**src/rtl/pending_priority_encoder_pkg.sv**
```systemverilog
// Shared constants and helpers for the pending priority encoder.
package pending_prio_pkg;

    // Selection modes for the RR_MODE parameter.
    localparam int PRIO_FIXED = 0;
    localparam int PRIO_RR    = 1;

    // Index width for an n-entry vector; never narrower than one bit.
    function automatic int idx_w(input int n);
        int w;
        w = $clog2(n);
        return (w < 1) ? 1 : w;
    endfunction

endpackage

```
**src/rtl/pending_priority_encoder_prio_pick.sv**
```systemverilog
// Combinational highest-set-bit encoder with an any-bit flag.
module prio_pick
    import pending_prio_pkg::*;
#(
    parameter int N = 8,
    parameter int W = idx_w(N)
) (
    input  logic [N-1:0] vec,
    output logic [W-1:0] idx,
    output logic         any
);

    // Scan upward so the last (highest) set bit wins.
    always_comb begin
        idx = '0;
        any = 1'b0;
        for (int unsigned i = 0; i < N; i++) begin
            if (vec[i]) begin
                idx = W'(i);
                any = 1'b1;
            end
        end
    end

endmodule

```
**src/rtl/pending_priority_encoder.sv**
```systemverilog
// Registered pending-request encoder: captures request pulses into a
// pending register and offers one index at a time over valid/ready,
// using either fixed (highest index) or round-robin selection.
module pending_priority_encoder
    import pending_prio_pkg::*;
#(
    parameter int N       = 8,
    parameter int RR_MODE = PRIO_FIXED,
    localparam int W      = idx_w(N)
) (
    input  logic         clk,
    input  logic         rst,
    input  logic [N-1:0] req_in,
    output logic [W-1:0] out_idx,
    output logic         out_valid,
    input  logic         out_ready,
    output logic [N-1:0] pending,
    output logic         overflow
);

    logic         load;
    logic [N-1:0] cand;
    logic         has_pick;
    logic [W-1:0] pick;
    logic [N-1:0] sel;
    logic [N-1:0] pending_next;
    logic         ovf_next;

    // Slot load decision, candidate set, and pending/overflow next state.
    always_comb begin
        load = !out_valid || out_ready;
        cand = pending | req_in;
        sel  = '0;
        for (int unsigned i = 0; i < N; i++) begin
            sel[i] = load && has_pick && (pick == W'(i));
        end
        pending_next = cand & ~sel;
        // A request only overflows if it hits a pending bit that is not
        // being moved into the slot on this same edge.
        ovf_next = |(req_in & pending & ~sel);
    end

    if (RR_MODE == PRIO_FIXED) begin : g_fixed

        prio_pick #(
            .N(N),
            .W(W)
        ) u_pick (
            .vec(cand),
            .idx(pick),
            .any(has_pick)
        );

    end else begin : g_rr

        logic [W-1:0] ptr;
        logic [N-1:0] rev_all;
        logic [N-1:0] rev_masked;
        logic [W-1:0] j_all;
        logic [W-1:0] j_masked;
        logic         any_all;
        logic         any_masked;

        // Bit-reverse the candidates so highest-set-bit finds the lowest
        // index; the masked copy keeps only indices above ptr so the scan
        // resumes after the last grant and wraps via the unmasked copy.
        always_comb begin
            rev_all    = '0;
            rev_masked = '0;
            for (int unsigned i = 0; i < N; i++) begin
                rev_all[i]    = cand[N-1-i];
                rev_masked[i] = cand[N-1-i] && ((N - 1 - i) > 32'(ptr));
            end
        end

        prio_pick #(
            .N(N),
            .W(W)
        ) u_pick_masked (
            .vec(rev_masked),
            .idx(j_masked),
            .any(any_masked)
        );

        prio_pick #(
            .N(N),
            .W(W)
        ) u_pick_all (
            .vec(rev_all),
            .idx(j_all),
            .any(any_all)
        );

        // Map the reversed position back to a request index.
        always_comb begin
            has_pick = any_all;
            pick     = W'(N - 1) - (any_masked ? j_masked : j_all);
        end

        // Round-robin pointer follows the last index loaded into the slot.
        always_ff @(posedge clk) begin
            if (rst) begin
                ptr <= W'(N - 1);
            end else if (load && has_pick) begin
                ptr <= pick;
            end
        end

    end

    // Pending register, output slot and overflow pulse.
    always_ff @(posedge clk) begin
        if (rst) begin
            pending   <= '0;
            out_valid <= 1'b0;
            out_idx   <= '0;
            overflow  <= 1'b0;
        end else begin
            pending  <= pending_next;
            overflow <= ovf_next;
            if (load) begin
                out_valid <= has_pick;
                if (has_pick) begin
                    out_idx <= pick;
                end
            end
        end
    end

endmodule

```
**config.mk**
```make
export PLATFORM = sky130hd
export DESIGN_NAME = pending_priority_encoder
export DESIGN_NICKNAME = d
export VERILOG_FILES = /design/src/rtl/pending_priority_encoder_pkg.sv /design/src/rtl/pending_priority_encoder_prio_pick.sv /design/src/rtl/pending_priority_encoder.sv
export SDC_FILE = /design/constraint.sdc
export NUM_CORES = 1
export LEC_CHECK = 0
export ABC_AREA = 1
export BUFFER_PORTS_ARGS = -buffer_cell sky130_fd_sc_hd__buf_4
export CORE_MARGIN = 1
export CORE_UTILIZATION = 53
export DETAILED_ROUTE_END_ITERATION = 12
export HOLD_SLACK_MARGIN = 0.02
export PLACE_DENSITY = 0.82
export SLEW_MARGIN = 10
export SYNTH_ARGS = -nofsm -noshare
export SYNTH_HDL_FRONTEND = slang
export SYNTH_SLANG_ARGS = --single-unit
```
**constraint.sdc**
```tcl
create_clock -name clk -period 2.1 [get_ports clk]
set_input_delay 0.21 -clock clk [delete_from_list [all_inputs] [get_ports clk]]
set_output_delay 0.21 -clock clk [all_outputs]
set_load 0.05 [all_outputs]
```
==> results.tsv <==
metric	value	unit
status	finished, final reports clean	
die_h	40.8	um
die_area	1660	um2
crit_path_frequent_cell	nor2_1	
min_path_cells	2	
wl_per_cell	10.9	um
cpPeakStageDelay	0.36	ns
drc	0	
fill_cells	125	
start_util	59.0	%
holdBufCountCts	0	
seq_area	260	um2
hold_path.startpoint	rst	
drt-initial-drc-count	17	
synth_area	797	um2
grt_use_total	26.0	%
io_pins	24	
gp_congestion	0.860	
max_slew_margin	85.0	%
setup_violations	0	
ir_worst_vdd	407	uV
synth_edf_count	0	
grt_pass1_wl	2800	um
via_per_inst	4.93	
h-tree-depth	1	
r2r-start	pending[4]	
worstMarginPinSlew	0.223	ns
drive_gt1_share	31.1	%
rows	13	
ys_seq_area_share	32.7	%
first_global_vias	659	
dr.pass1.iters	4	
cts_tree	built	
syn_area_per_cell	6.53	um2
port_buffers	23	
timing.fmax	669	MHz
ant_nets	0	
critPathCaptureType	flop	
grt_overflow	0	
p_per_area	644	nW/um2
clock-root-buffer	clkbuf_4	
final_common_cell	nand2_1	
p_leak	0.605	nW
cp.arrival	1.68	ns
clk_pin_slew	0.09	ns
multiInputGateArea	435	um2
cp_max_fo	4	
cts_buffer_depth	2	
final_nets	160	
detailed_place_hpwl	1370	um
timing.final.crit_share	71.2	%
clock_latency	0.28	ns
num_antenna_cells	0	
yosys_warnings	0	
slowest_stage	dfxtp_1	
whs	0.158	ns
rsz0062_at_grt	no	
crit_start	pending[4]	
synthArstFlopShare	0	%
slew_violations	0	
hold_path.class	in2reg	
drv_cap	0	
cts_setup_buffers	0	
ys_ff_latch	13	
worstPathRequired	2.29	ns
area_growth	26.8	%
cts_buffers	3	
postCtsResizedCells	0	
report.final.hold_viol_count	0	
grt_max_degree	9	
synth_cell_types	21	
die_width	40.8	um
crit_type	reg2reg	
fin_worst_skew	0.00554	ns
cp-start-kind	flop	
antenna_found_initial	0	
drt-total-wl	1780	um
mostFrequentLayoutCells	nand2_1 (30), buf_4 (23), inv_1 (22), nor2_1 (13), dfxtp_1 (13)	
cts_sinks	13	
synthFlopType	dfxtp_1	
period_minus_slack	1.49	ns
vias	804	
synth_fp_nets	133	
coreArea	1350	um2
worst-r2r-cell-count	10	
syn_inst	122	
tns	0	ns
path_cells	nor2_2, nand2_4, nor2_8, nand3_2, nor2_1, nor2_1, nand2_1, nand3_1, nor2_1, nor2_1	
critical path, delay by kind of cell (launching register included):
| kind | cells | cell delay [ns] |
|---|---|---|
| and+or+nand+nor | 10 | 1.05 |
| DFF | 1 | 0.36 |
layout make-up:
class	instances	share of cell area (%)
clock buffers	4	2.60
flip-flops and latches	13	25.7
multi-input cells	82	43.1
repair buffers	23	17.1
inverters	26	9.65
well taps	15	1.86
power breakdown:
part	internal [mW]	leakage (nW)	switching (mW)
logic	0.0676	0.481	0.139
clock network	0.0738	0.0150	0.0913
registers	0.265	0.109	0.0137
total	0.407	0.605	0.244
synth_stat cells, types with 2 or more instances:
cell type  instances  area (um2)
nor2_1            13        48.8
nor2_4             2        22.5
nand3_1            8        40.0
dfxtp_1           13         260
nor3_1             3        15.0
nand4_1            2        12.5
nor2_2             8        50.1
clkinv_1           2        7.51
inv_2              2        7.51
inv_1             22        82.6
nand2_1           30         113
a21oi_1            2        10.0
nand2_4            4        45.0
o21ai_0            4        20.0
per-layer routing:
layer	wire length (um)	up-vias	global-route usage, %
li1	-	420	-
met1	808	361	30.3
met2	880	18	46.1
met3	58	5	3.26
met4	31	0	12.5
met5	0	-	0
final timing paths:
check | slack (ns) | end
worst max register to register | 0.61 | overflow
worst min-delay path | 0.16 | overflow
worst max-delay path | 0.61 | overflow
worst min register to register | 0.50 | out_idx[2]
stage by stage:
step	worst slack, ns	util, %	area, um2	cells	total power, mW
2_1_floorplan	0.419	-	797	122	0.427
3_3_place_gp	0.625	72.9	985	159	0.487
3_5_place_dp	0.609	72.9	985	159	0.491
4_1_cts	0.593	74.9	1010	163	0.654
5_1_grt	0.467	74.9	1010	163	0.680
6_report	0.606	74.9	1010	163	0.651
cell families (layout without fill, tap and decap cells):
| family | count (synthesis) | count (layout) | share of synthesized area, % |
|---|---|---|---|
| compound gates | 8 | 8 | 5.65 |
| buf+inv | 27 | 53 | 12.7 |
| flops | 13 | 13 | 32.7 |
| simple gates | 74 | 74 | 49.0 |
state kept, by name, summed over array words and instances, names as in the netlist:
name	flops
pending	8
out_idx	3
out_valid	1
overflow	1
Note: power is estimated with default switching activity, not from simulation.
